$ cat src/rtl/fetch_unit_pkg.sv
// Shared definitions for the IF stage: fetch FSM encoding, default boot address and NOP word.
package fetch_unit_pkg;

    typedef enum logic [1:0] {
        FS_BOOT = 2'd0,
        FS_REQ  = 2'd1,
        FS_KILL = 2'd2,
        FS_HOLD = 2'd3
    } fetch_state_e;

    localparam logic [31:0] RESET_PC_DEFAULT = 32'h0000_3000;
    localparam logic [31:0] NOP_WORD         = 32'h0000_0000;

endpackage

$ cat src/rtl/fetch_npc.sv
// Combinational next-PC calculator: sequential PC+4 and the ID-stage redirect target.
module fetch_npc
    import fetch_unit_pkg::*;
#(
    parameter int unsigned IM_AW = 32
) (
    input  logic [IM_AW-1:0] pc_i,
    input  logic [IM_AW-1:0] ifid_pc4_i,
    input  logic [15:0]      imm_i,
    input  logic [25:0]      jaddr_i,
    input  logic             jsel_i,
    output logic [IM_AW-1:0] pc4_o,
    output logic [IM_AW-1:0] target_o
);

    logic [IM_AW-1:0] br_off;
    logic [IM_AW-1:0] br_target;
    logic [IM_AW-1:0] j_target;

    always_comb begin
        pc4_o     = pc_i + IM_AW'(4);
        br_off    = {{(IM_AW-18){imm_i[15]}}, imm_i, 2'b00};
        br_target = ifid_pc4_i + br_off;
        j_target  = {ifid_pc4_i[IM_AW-1:IM_AW-4], jaddr_i, 2'b00};
        // Jump wins when both decode as taken.
        target_o  = jsel_i ? j_target : br_target;
    end

endmodule

$ cat src/rtl/fetch_unit.sv
// IF stage: owns the PC, runs the instruction-memory handshake and holds the IF/ID register.
module fetch_unit
    import fetch_unit_pkg::*;
#(
    parameter logic [31:0] RESET_PC = RESET_PC_DEFAULT,
    parameter int unsigned IM_AW    = 32
) (
    input  logic             clk,
    input  logic             rst,
    input  logic             stall,
    input  logic             brSignal,
    input  logic [15:0]      Imm,
    input  logic             jSignal,
    input  logic [25:0]      JAddr,
    output logic             im_req,
    output logic [IM_AW-1:0] im_addr,
    input  logic             im_rdy,
    input  logic [31:0]      im_rdata,
    output logic [31:0]      IFID_instr,
    output logic [IM_AW-1:0] IFID_pc4,
    output logic             IFID_valid,
    output logic [IM_AW-1:0] PC
);

    fetch_state_e     state_q;
    logic [IM_AW-1:0] pc_q;
    logic [IM_AW-1:0] kill_addr_q;
    logic [31:0]      ifid_instr_q;
    logic [IM_AW-1:0] ifid_pc4_q;
    logic             ifid_valid_q;
    logic [31:0]      skid_instr_q;
    logic [IM_AW-1:0] skid_pc4_q;
    logic             im_req_q;

    logic             done;
    logic             redirect;
    logic [IM_AW-1:0] pc4;
    logic [IM_AW-1:0] target;

    fetch_npc #(
        .IM_AW (IM_AW)
    ) u_npc (
        .pc_i       (pc_q),
        .ifid_pc4_i (ifid_pc4_q),
        .imm_i      (Imm),
        .jaddr_i    (JAddr),
        .jsel_i     (jSignal),
        .pc4_o      (pc4),
        .target_o   (target)
    );

    always_comb begin
        done     = im_req_q && im_rdy;
        // Branch operands are not final under stall, so redirects wait.
        redirect = ifid_valid_q && !stall && (brSignal || jSignal);
    end

    always_ff @(posedge clk or negedge rst) begin
        if (!rst) begin
            state_q      <= FS_BOOT;
            pc_q         <= IM_AW'(RESET_PC);
            kill_addr_q  <= IM_AW'(RESET_PC);
            ifid_instr_q <= NOP_WORD;
            ifid_pc4_q   <= '0;
            ifid_valid_q <= 1'b0;
            skid_instr_q <= NOP_WORD;
            skid_pc4_q   <= '0;
            im_req_q     <= 1'b0;
        end else begin
            case (state_q)
                FS_BOOT: begin
                    state_q  <= FS_REQ;
                    im_req_q <= 1'b1;
                end
                FS_REQ: begin
                    if (redirect) begin
                        pc_q         <= target;
                        ifid_valid_q <= 1'b0;
                        if (!done) begin
                            // Memory still owes a word for the old address; drain it first.
                            kill_addr_q <= pc_q;
                            state_q     <= FS_KILL;
                        end
                    end else if (done) begin
                        pc_q <= pc4;
                        if (stall) begin
                            skid_instr_q <= im_rdata;
                            skid_pc4_q   <= pc4;
                            state_q      <= FS_HOLD;
                            im_req_q     <= 1'b0;
                        end else begin
                            ifid_instr_q <= im_rdata;
                            ifid_pc4_q   <= pc4;
                            ifid_valid_q <= 1'b1;
                        end
                    end else if (!stall) begin
                        ifid_valid_q <= 1'b0;
                    end
                end
                FS_KILL: begin
                    if (im_rdy) begin
                        state_q <= FS_REQ;
                    end
                end
                FS_HOLD: begin
                    if (redirect) begin
                        pc_q         <= target;
                        ifid_valid_q <= 1'b0;
                        state_q      <= FS_REQ;
                        im_req_q     <= 1'b1;
                    end else if (!stall) begin
                        ifid_instr_q <= skid_instr_q;
                        ifid_pc4_q   <= skid_pc4_q;
                        ifid_valid_q <= 1'b1;
                        state_q      <= FS_REQ;
                        im_req_q     <= 1'b1;
                    end
                end
                default: begin
                    state_q  <= FS_BOOT;
                    im_req_q <= 1'b0;
                end
            endcase
        end
    end

    always_comb begin
        im_req     = im_req_q;
        im_addr    = (state_q == FS_KILL) ? kill_addr_q : pc_q;
        IFID_instr = ifid_instr_q;
        IFID_pc4   = ifid_pc4_q;
        IFID_valid = ifid_valid_q;
        PC         = pc_q;
    end

endmodule

$ cat config.mk
export PLATFORM = sky130hd
export DESIGN_NAME = fetch_unit
export DESIGN_NICKNAME = d
export VERILOG_FILES = /design/src/rtl/fetch_unit_pkg.sv /design/src/rtl/fetch_npc.sv /design/src/rtl/fetch_unit.sv
export SDC_FILE = /design/constraint.sdc
export NUM_CORES = 1
export LEC_CHECK = 0
export ABC_AREA = 0
export ABC_CLOCK_PERIOD_IN_PS = 2840
export BUFFER_PORTS_ARGS = -buffer_cell sky130_fd_sc_hd__buf_2
export CAP_MARGIN = 20
export CORE_ASPECT_RATIO = 1.5
export CORE_MARGIN = 2
export CORE_UTILIZATION = 50
export CTS_BUF_LIST = sky130_fd_sc_hd__clkbuf_4
export CTS_CLUSTER_DIAMETER = 120
export DETAILED_ROUTE_END_ITERATION = 7
export MAX_ROUTING_LAYER = met4
export PLACE_DENSITY = 0.73
export SYNTH_ARGS = -nofsm -noshare
export SYNTH_HDL_FRONTEND = slang
export SYNTH_SLANG_ARGS = --single-unit
$ cat constraint.sdc
create_clock -name clk -period 2.84 [get_ports clk]
set_input_delay 0.284 -clock clk [delete_from_list [all_inputs] [get_ports clk]]
set_output_delay 0.284 -clock clk [all_outputs]
set_load 0.01 [all_outputs]
Yosys cells after proc, flatten, opt, wreduce, memory -nomap -nowiden
Index checks and enable logic that the tools add are counted.

cells by class
  add/subtract/negate cells = 2
  bitwise operators = 2
  eq/ne operators = 16
  reductions and logical operators = 15
  mux-type cells = 38

operators by type and width
  operator                                       count
  two-way mux 32 bit                             15
  case mux 32 bit (2 select lines)               3
  adder 32 x 3 -> 32 bit, second input constant  1
  adder 32 bit                                   1
  != test 2 bit, second input constant           8
  two-way mux 2 bit                              7
  != test 3 bit, second input constant           4
  two-way mux 1 bit                              10
  AND reduction 5 bit                            2
  case mux 2 bit (4 select lines)                1
  AND reduction 3 bit                            2
  AND reduction 6 bit                            1
  == test 2 bit, second input constant           2
  != test 4 bit, second input constant           1
  AND reduction 4 bit                            1
  logical AND 1 bit                              3
  case mux 1 bit (3 select lines)                1
  nonzero test 3 bit                             1
  == test 2 x 1 -> 1 bit, second input constant  1
  logical NOT 2 bit                              1
  NOT 1 bit                                      2
  case mux 1 bit (2 select lines)                1
  AND reduction 2 bit                            1
  nonzero test 2 bit                             1
  other kinds (2)                                2

storage, ports and cells
  register bits = 196
  output and inout port bits = 130
  word-level logic and storage cells = 82
  bits of input ports = 80

Logic depth before layout (Yosys ltp)
Gate-level depths: netlist of the first run.

  word-level depth = 5
  depth in mapped cells = 11
  mapped depth without buffers = 11

Hierarchy
Synthesis of the first run repeated with hierarchy kept, for this count alone.

unflattened totals
  cell total of the unflattened synthesis = 1058
  area total of the unflattened synthesis = 11562.3 um2

by module, submodules not included
  module      sequential area each (um2)  cells each  times used  area an instance (um2)
  fetch_unit  4909.7                      695         1           9145.0
  fetch_npc   0.0                         363         1           2417.3

Least setup slack after synthesis of the first run
No wires, ideal clock.

  kind = register -> register
  start point = register ifid_pc4_q[2] (netlist: IFID_pc4[2])
  end point = register pc_q[30] (netlist: PC[30])
  path buffers = 0
  arrival time = 2522 ps
  required time = 2714 ps
  library setup time = 126 ps
  path slack = 193 ps
  period minus slack after synthesis = 2647 ps
  cell stages (with the launch flop) = 12
  cell sequence = dfrtp_1 ha_1 fa_1 a21oi_1 o211ai_1 and2_1 a221oi_2 o21ai_0 a21oi_1 a41oi_1 mux2i_1 a21oi_1

between the ends
  word-level cells in the longest chain between the ends = 4
  elaborated cells between the ends (all ways) = 5
  classes of those cells = add/sub: 1; mux: 4

ends and longest elaborated chain
  item                                   RTL line                             text
  start: declaration                     fetch_unit.sv:29                     logic [IM_AW-1:0] ifid_pc4_q;
  start signal: assignment               fetch_unit.sv:93                     ifid_pc4_q <= pc4;
  start signal: assignment               fetch_unit.sv:113                    ifid_pc4_q <= skid_pc4_q;
  adder 32 bit (*)                       fetch_npc.sv:23                      br_target = ifid_pc4_i + br_off;
  two-way mux 32 bit (*)                 fetch_npc.sv:26                      target_o = jsel_i ? j_target : br_target;
  two-way mux 32 bit (on tied branches)  fetch_unit.sv:106, fetch_unit.sv:76
  case mux 32 bit (2 select lines) (*)   fetch_unit.sv:70                     case (state_q)
  end signal: assignment                 fetch_unit.sv:77                     pc_q <= target;
  end signal: assignment                 fetch_unit.sv:85                     pc_q <= pc4;
  end signal: assignment                 fetch_unit.sv:107                    pc_q <= target;
  end: declaration                       fetch_unit.sv:26                     logic [IM_AW-1:0] pc_q;

Mark *: on every way between the ends. The rest lies on a longest branch, timed or not. The select of a mux whose other input is x is not followed.
A chain may end at the register's enable or synchronous reset.

Final worst setup path of the first run
  start point = register state_q[0]
  end point = output port im_addr[9]

between the ends
  word-level cells in the longest chain between the ends = 2

ends and longest elaborated chain
  item                      RTL line           text
  start: declaration        fetch_unit.sv:25   fetch_state_e state_q;
  start signal: assignment  fetch_unit.sv:60   state_q <= FS_BOOT;
  start signal: assignment  fetch_unit.sv:72   state_q <= FS_REQ;
  start signal: assignment  fetch_unit.sv:82   state_q <= FS_KILL;
  == test 2 bit             fetch_unit.sv:129  im_addr = (state_q == FS_KILL) ? kill_addr_q : pc_q;
  two-way mux 32 bit        fetch_unit.sv:129
  end: declaration          fetch_unit.sv:16   output logic [IM_AW-1:0] im_addr,

Every way passes these cells.

==> impl_metrics.csv, run 1 <==
group,metric,value,unit
yosys,synth-warning-count,0,
pwr,internal_power,7.71,mW
clock_network,cts.root.buffer_cell,"sky130_fd_sc_hd__clkbuf_4",
routing,route.detailed.vias_per_inst,5.74,
place,detailed_place_hpwl,22.6,mm
yosys,synth-edff-count,0,
place,gp_congestion,0.924,
routing,route.vias.total,9798,
yosys,synth.lib_cells_used.distinct,67,
min_path,min-delay-path-class,"input port to flop",
critical_path,worst_ep_required_time,2.56,ns
timing,fmaxAchievable,369,MHz
place,buffer_ports.inserted,209,
pwr,power_frac_comb,0.517,
yosys,ys_dominant_reg_cell,"sky130_fd_sc_hd__dfrtp_1",
finish,final_net_count,1535,
critical_path,worstPathMaxFanout,19,
routing,drtAntennaViolNets,0,
global_routing,first_pass_grt_wire_length,51.1,mm
yosys,yosysTopAreaCellShare,0.433,
floorplan,initial_utilization,0.510,
global_routing,grt_antenna_before_repair,2,
floorplan,core_footprint,21700,um^2
routing,drt_iter0_drc,528,
floorplan,std_cell_rows,66,
place,dpl_cell_area,12700,um^2
finish,final_cell_area,13500,um^2
timing,post_route_fraction_of_the_period_consumed_by_the_critical_path,0.955,
timing,timing.final.setup_violations,0,
pwr,power.density_cell_area,1000,nW/um^2
critical_path,worst_r2r_path_depth,11,
routing,route.detailed.drc,0,
finish,area.growth.synth_to_final,21.9,%
global_routing,grt_start_max_net_pins,95,
critical_path,worst-setup-path-type,"flop to output pin",
routing,routed_wirelength,31.7,mm
timing,layout_min_cycle_time,2.71,ns
finish,drive_gt1_frac,0.304,
clock_network,cts-buffers-inserted,17,
timing,timing.slew.headroom,0.451,
routing,total_iterations_of_the_first_detailed_routing_run,5,
place,numPlacedInstances,1627,
routing,post_drt_wl_per_cell,18.5,um
finish,post_layout_nonfiller_instances,1708,
pwr,power_frac_clock,0.120,
timing,setup_total_negative_slack,0,ns
global_routing,grt_use_total,0.281,
clock_network,cts.sink_count,196,
clock_network,tritoncts,"done",
floorplan,num_io_pins,210,
yosys,syn-mean-instance-area,9.50,um^2
yosys,synthesis.nets,1281,
timing,tightest_slew,0.823,ns
place,pre_cts_slack,-0.0621,ns
yosys,netlist_instances,1167,
yosys,synth.ff_latch_count,196,
clock_network,insertion_delay,0.62,ns
timing,rsz_0062_raised_after_global_routing,"true",
run,cap_violations,0,
floorplan,fp.dieH,186,um
timing,finalHoldViolCount,0,
timing,final_worst_setup_slack,0.128,ns
floorplan,fp.dieArea,23400,um^2
global_routing,globalRoute.totalOverflow,0,
pwr,fraction_of_power_spent_switching_nets,0.430,
pwr,power.net_switching,5.81,mW
run_status,outcome,"finished, final reports clean",
timing,finalMaxSlewViolations,0,
pwr,vdd_drop_max,544,uV
finish,layout.cells.most_common,"sky130_fd_sc_hd__buf_2",
yosys,yosys-top-cells-area,"sky130_fd_sc_hd__dfrtp_1 (43%), sky130_fd_sc_hd__mux2_2 (10%), sky130_fd_sc_hd__o21ai_0 (6.1%)",
timing,timing.clock.skew,0.0304,ns
pwr,p_leak,6.40,nW
floorplan,chipWidth,126,um
clock_network,cts-root-to-sink-buffers,2,
yosys,ys_async_sr_fraction,1.00,
global_routing,grt_pass1_vias,9859,
yosys,mappedNetlistArea,11100,um^2
finish,mostFrequentLayoutCells,"sky130_fd_sc_hd__buf_2 (208), sky130_fd_sc_hd__dfrtp_1 (192), sky130_fd_sc_hd__nand2_1 (160), sky130_fd_sc_hd__o21ai_0 (134), sky130_fd_sc_hd__mux2_2 (98)",
critical_path,critical_path_arrival,2.43,ns
critical_path,cp-end-kind,"output pin",
min_path,hold-path-cell-count,4,
clock_network,cts.clk_slew.worst_paths,0.16,ns
yosys,synth.yosys.seq_area_share,0.443,
critical_path,timing.critical_path.from_type,"flop",
pwr,pwr-share-seq,0.363,
yosys,synth_area_leader_cell,"sky130_fd_sc_hd__dfrtp_1",
clock_network,cts_htree_levels,4,
==> synthesized netlist by cell type (3+ instances only) <==
cell,number
sky130_fd_sc_hd__nand3_1,25
sky130_fd_sc_hd__a221o_1,4
sky130_fd_sc_hd__a21oi_1,81
sky130_fd_sc_hd__o21ai_0,136
sky130_fd_sc_hd__buf_2,10
sky130_fd_sc_hd__nand4_1,11
sky130_fd_sc_hd__nor4_1,3
sky130_fd_sc_hd__and4_1,5
sky130_fd_sc_hd__a221oi_1,9
sky130_fd_sc_hd__nand2_1,161
sky130_fd_sc_hd__clkbuf_1,59
sky130_fd_sc_hd__xor2_1,26
sky130_fd_sc_hd__a31oi_1,6
sky130_fd_sc_hd__nor2b_1,5
sky130_fd_sc_hd__a21o_1,12
sky130_fd_sc_hd__and3_1,12
sky130_fd_sc_hd__mux2_2,98
sky130_fd_sc_hd__dfrtp_1,192
sky130_fd_sc_hd__buf_1,3
sky130_fd_sc_hd__o211ai_1,5
sky130_fd_sc_hd__mux2i_1,46
sky130_fd_sc_hd__and2_1,3
sky130_fd_sc_hd__nor2_1,89
sky130_fd_sc_hd__or2_2,5
sky130_fd_sc_hd__o21a_1,4
sky130_fd_sc_hd__o22a_1,4
sky130_fd_sc_hd__xnor2_1,23
sky130_fd_sc_hd__dfstp_2,4
sky130_fd_sc_hd__inv_1,15
sky130_fd_sc_hd__o221ai_1,3
sky130_fd_sc_hd__nor3_1,12
sky130_fd_sc_hd__ha_1,33
sky130_fd_sc_hd__buf_4,10
sky130_fd_sc_hd__o22ai_1,7
sky130_fd_sc_hd__a211oi_1,7
==> per-stage QoR <==
stage / utilization / power (mW) / hold WS, ns
3_5_place_dp: 0.584 / 11.8 / 0.428
4_1_cts: 0.619 / 13.5 / 0.00447
6_report: 0.622 / 13.5 / 0.0501
3_3_place_gp: 0.584 / 11.6 / 0.424
2_1_floorplan: - / 9.27 / -0.0116
5_1_grt: 0.622 / 14.6 / 0.00949
==> worst max-delay path, cell delays in order (launching register included) <==
cell,delay [ns]
sky130_fd_sc_hd__dfrtp_1,0.49
sky130_fd_sc_hd__inv_1,0.09
sky130_fd_sc_hd__ha_2,0.49
sky130_fd_sc_hd__buf_12,0.25
sky130_fd_sc_hd__mux2_2,0.35
sky130_fd_sc_hd__buf_2,0.14
==> power groups by stage <==
stage | Combinational (mW) | Sequential, mW | Clock, mW
floorplan | 4.31 | 4.96 | 0
global placement | 6.68 | 4.88 | 0
detailed placement | 6.81 | 4.96 | 0
CTS | 6.90 | 4.90 | 1.68
global route | 7.71 | 5.07 | 1.78
finish | 6.99 | 4.92 | 1.62
==> cell type report <==
| type | count | area [um^2] |
|---|---|---|
| diodes | 2 | 5.00 |
| clock buffers | 19 | 143 |
| clock inverters | 13 | 156 |
| fillers | 1815 | 8200 |
| inverters | 15 | 56.3 |
| multi-input cells | 872 | 5850 |
| flip-flops and latches | 196 | 4910 |
| well taps | 272 | 340 |
| repair buffers | 319 | 2060 |
==> repair_timing <==
action                                  4_1_cts  5_1_grt
buffers inserted                              0        1
pin swaps                                     1        5
resized for setup                             1       12
hold endpoints to repair                    165        0
hold buffers                                 46        0
endpoints found under the setup margin        2       10
==> cells by family after synthesis <==
kind of cell               share of synthesized area
adders and majority gates                     0.0390
muxes                                          0.141
AOI/OAI and AO/OA                              0.158
xor gates and xnor gates                      0.0387
buffers and inverters                         0.0388
and+or+nand+nor                                0.141
DFF                                            0.443
==> sequential cells by signal, indices dropped and copies added (netlist names) <==
name          count
IFID_instr       32
skid_instr_q     32
kill_addr_q      32
IFID_valid        1
skid_pc4_q       32
PC               32
IFID_pc4         32
state_q           2
im_req            1
==> final timing paths <==
path / to / start / slack, ns
max in group asynchronous: skid_pc4_q[26] / rst / 1.75
min in group asynchronous: IFID_instr[29] / rst / 0.27
worst min register to register: IFID_instr[24] / IFID_instr[24] / 0.50
worst max-delay path: im_addr[9] / state_q[0] / 0.13
worst max register to register: PC[20] / IFID_pc4[2] / 0.17
worst min-delay path: PC[14] / JAddr[12] / 0.05
==> metal layers <==
layer | share of wire | track usage | up-vias
li1 | - | - | 4645
met5 | 0 | - | -
met1 | 0.40 | 0.331 | 4765
met3 | 0.048 | 0.0470 | 81
met2 | 0.51 | 0.475 | 307
met4 | 0.038 | 0.117 | 0
Note: power is estimated with default switching activity, not from simulation.
==> run 2, diff against run 1 <==
- ABC_CLOCK_PERIOD_IN_PS: 2840 -> 2900
- GPL_TIMING_DRIVEN: unset -> 0
- clock period: 2.84 -> 2.9 ns (I/O delays scaled with it)
==> run 2 against run 1 <==
The flow now finishes with violations (setup timing). Clock power decreased by 8%. First-iteration DRC count is 15% higher. Utilization fell by 0.34 points. Critical path type is now flop to flop.
==> impl_metrics.csv, run 2 (synthesis gave the netlist of run 1 again) <==
group,metric,value,unit
pwr,fraction_of_power_spent_switching_nets,0.449,
critical_path,max_stage_delay,0.46,ns
timing,finalHoldWorstSlack,0.0279,ns
pwr,power.net_switching,5.97,mW
finish,fillCellCount,1881,
floorplan,num_io_pins,210,
critical_path,cpMaxStageDelayCell,"sky130_fd_sc_hd__dfrtp_1",
run,cap_violations,0,
timing,timing.slew.headroom,0.399,
pwr,internal_power,7.33,mW
clock_network,cts.root.buffer_cell,"sky130_fd_sc_hd__clkbuf_4",
place,buffer_ports.inserted,209,
critical_path,critical_path_arrival,3.47,ns
floorplan,chipWidth,126,um
global_routing,globalRouteMet3Util,0.0545,
global_routing,routing_usage_on_met1,0.345,
place,detailed_place_hpwl,25.6,mm
finish,layout.cells.most_common,"sky130_fd_sc_hd__buf_2",
pwr,power_frac_clock,0.112,
routing,route.detailed.drc,0,
critical_path,cpLargestDelayFamily,"compound AO/OA/AOI/OAI gates",
clock_network,cts_htree_levels,4,
clock_network,cts-root-to-sink-buffers,2,
timing,finalMaxSlewViolations,0,
critical_path,worst-setup-path-type,"flop to flop",
pwr,vdd_drop_max,537,uV
pwr,power_frac_comb,0.525,
global_routing,grt_start_max_net_pins,119,
floorplan,std_cell_rows,66,
global_routing,grt_antenna_before_repair,2,
pwr,totalPowerFinal,13.3,mW
global_routing,grtUsageMet2,0.518,
finish,mostFrequentLayoutCells,"sky130_fd_sc_hd__buf_2 (219), sky130_fd_sc_hd__dfrtp_1 (191), sky130_fd_sc_hd__nand2_1 (161), sky130_fd_sc_hd__o21ai_0 (134), sky130_fd_sc_hd__mux2_2 (98)",
timing,rsz_0062_raised_after_global_routing,"true",
finish,final_net_count,1559,
routing,route.detailed.vias_per_inst,5.88,
routing,drtAntennaViolNets,0,
pwr,power.density_cell_area,989,nW/um^2
critical_path,worstPathMaxFanout,3,
run_status,failed_checks,"setup timing",
critical_path,timing.critical_path.from_type,"flop",
finish,multi_input_gate_area,5910,um^2
routing,routed_wirelength,34.7,mm
clock_network,cts.sink_count,196,
pwr,pwr-share-seq,0.363,
run_status,outcome,"finished with violations",
timing,post_route_fraction_of_the_period_consumed_by_the_critical_path,1.01,
critical_path,crit_chain,"ha_4 -> fa_2 -> a21oi_2 -> o211ai_1 -> a31oi_2 -> o311ai_4 -> a221oi_4 -> nor3_4 -> mux2i_2 -> o31ai_2 -> nand2_1",
timing,tightest_slew,0.902,ns
routing,total_iterations_of_the_first_detailed_routing_run,5,
global_routing,top_usage_layer,"met2",
critical_path,worst_ep_required_time,3.44,ns
floorplan,initial_utilization,0.510,
timing,timing.clock.skew,0.0218,ns
min_path,min-delay-path-class,"input port to flop",
finish,regArea,4910,um^2
clock_network,insertion_delay,0.62,ns
global_routing,grt_use_total,0.306,
floorplan,core_footprint,21700,um^2
global_routing,grt_pass1_vias,10400,
clock_network,cts.clk_slew.worst_paths,0.17,ns
timing,finalHoldViolCount,0,
clock_network,tritoncts,"done",
floorplan,fp.dieArea,23400,um^2
timing,fmaxAchievable,341,MHz
critical_path,cp-end-kind,"flop",
place,gp_congestion,1.01,
routing,post_drt_wl_per_cell,20.0,um
global_routing,first_pass_grt_wire_length,54.9,mm
pwr,p_leak,6.32,nW
routing,drt_iter0_drc,607,
timing,timing.final.setup_violations,1,
finish,area.growth.synth_to_final,21.3,%
timing,layout_min_cycle_time,2.93,ns
routing,route.vias.total,10200,
place,pre_cts_slack,-0.390,ns
timing,final_worst_setup_slack,-0.0297,ns
global_routing,globalRoute.totalOverflow,0,
clock_network,cts-buffers-inserted,17,
critical_path,cp_num_buf_inv,0,
finish,drive_gt1_frac,0.286,
floorplan,fp.dieH,186,um
## run 2: cell types whose count changed in the layout (fill, tap and decap cells not counted), moves of 3 or more
cell                            before  now
sky130_fd_sc_hd__buf_4              59   18
sky130_fd_sc_hd__clkinv_2            2    5
sky130_fd_sc_hd__dlygate4sd3_1      46   43
sky130_fd_sc_hd__clkbuf_2            0    5
sky130_fd_sc_hd__clkbuf_1            0   54
sky130_fd_sc_hd__buf_2             208  219
sky130_fd_sc_hd__buf_12              5    0
## run 2: what timing repair did
item | CTS | global route
endpoints found under the setup margin | 57 | 20
hold endpoints to repair | 187 | 0
gates cloned | 0 | 0
buffers inserted | 3 | 5
hold buffers | 43 | 0
resized for setup | 18 | 22
pin swaps | 6 | 16
## run 2: power groups by stage
| stage | sequential [mW] | clock, mW | combinational (mW) |
|---|---|---|---|
| floorplan | 4.86 | 0 | 4.22 |
| global placement | 4.79 | 0 | 6.47 |
| detailed placement | 4.85 | 0 | 6.62 |
| CTS | 4.79 | 1.52 | 6.81 |
| global route | 4.95 | 1.62 | 7.69 |
| finish | 4.82 | 1.49 | 6.99 |
## run 2: layout make-up
cell class | instances | area share
Clock inverter | 14 | 0.0101
Tap cell | 272 | 0.0253
Antenna cell | 2 | 0.000372
Inverter | 15 | 0.00419
Timing Repair Buffer | 261 | 0.117
Buffer | 82 | 0.0277
Clock buffer | 18 | 0.0101
Multi-Input combinational cell | 872 | 0.440
Sequential cell | 196 | 0.365
## run 2: routing by layer
metal	up-vias	routed length [um]
li1	4688	-
met1	4927	13000
met2	438	17700
met3	133	2130
met4	0	1860
met5	-	0
## run 2: worst register-to-register path, cell delays in order (launching register included)
cell and delay (ns):
sky130_fd_sc_hd__dfrtp_1 0.46, sky130_fd_sc_hd__ha_4 0.20, sky130_fd_sc_hd__fa_2 0.42, sky130_fd_sc_hd__a21oi_2 0.15, sky130_fd_sc_hd__o211ai_1 0.19, sky130_fd_sc_hd__a31oi_2 0.33, sky130_fd_sc_hd__o311ai_4 0.16, sky130_fd_sc_hd__a221oi_4 0.38
sky130_fd_sc_hd__nor3_4 0.08, sky130_fd_sc_hd__mux2i_2 0.18, sky130_fd_sc_hd__o31ai_2 0.24, sky130_fd_sc_hd__nand2_1 0.07
## run 2: worst paths after layout
path	startpoint	slack (ns)	end	cells after the start
worst max-delay path	IFID_pc4[2]	-0.03	PC[24]	11
worst min-delay path	JAddr[16]	0.03	PC[18]	3
worst max register to register	IFID_pc4[2]	-0.03	PC[24]	11
worst min register to register	IFID_instr[24]	0.49	IFID_instr[24]	2
max in group asynchronous	rst	1.65	skid_pc4_q[26]	3
min in group asynchronous	rst	0.33	kill_addr_q[3]	2
## run 2: per-stage QoR
| step | std cells | cell area [um^2] | TNS (ns) | util |
|---|---|---|---|---|
| after floorplan | 1167 | 11100 | 0 | - |
| after global placement | 1648 | 12500 | -352.92 | 0.574 |
| after detailed placement | 1649 | 12500 | -5.87 | 0.576 |
| after CTS | 1725 | 13300 | 0 | 0.613 |
| after global routing | 1732 | 13400 | -0.470 | 0.619 |
| final | 1732 | 13400 | -0.0297 | 0.619 |
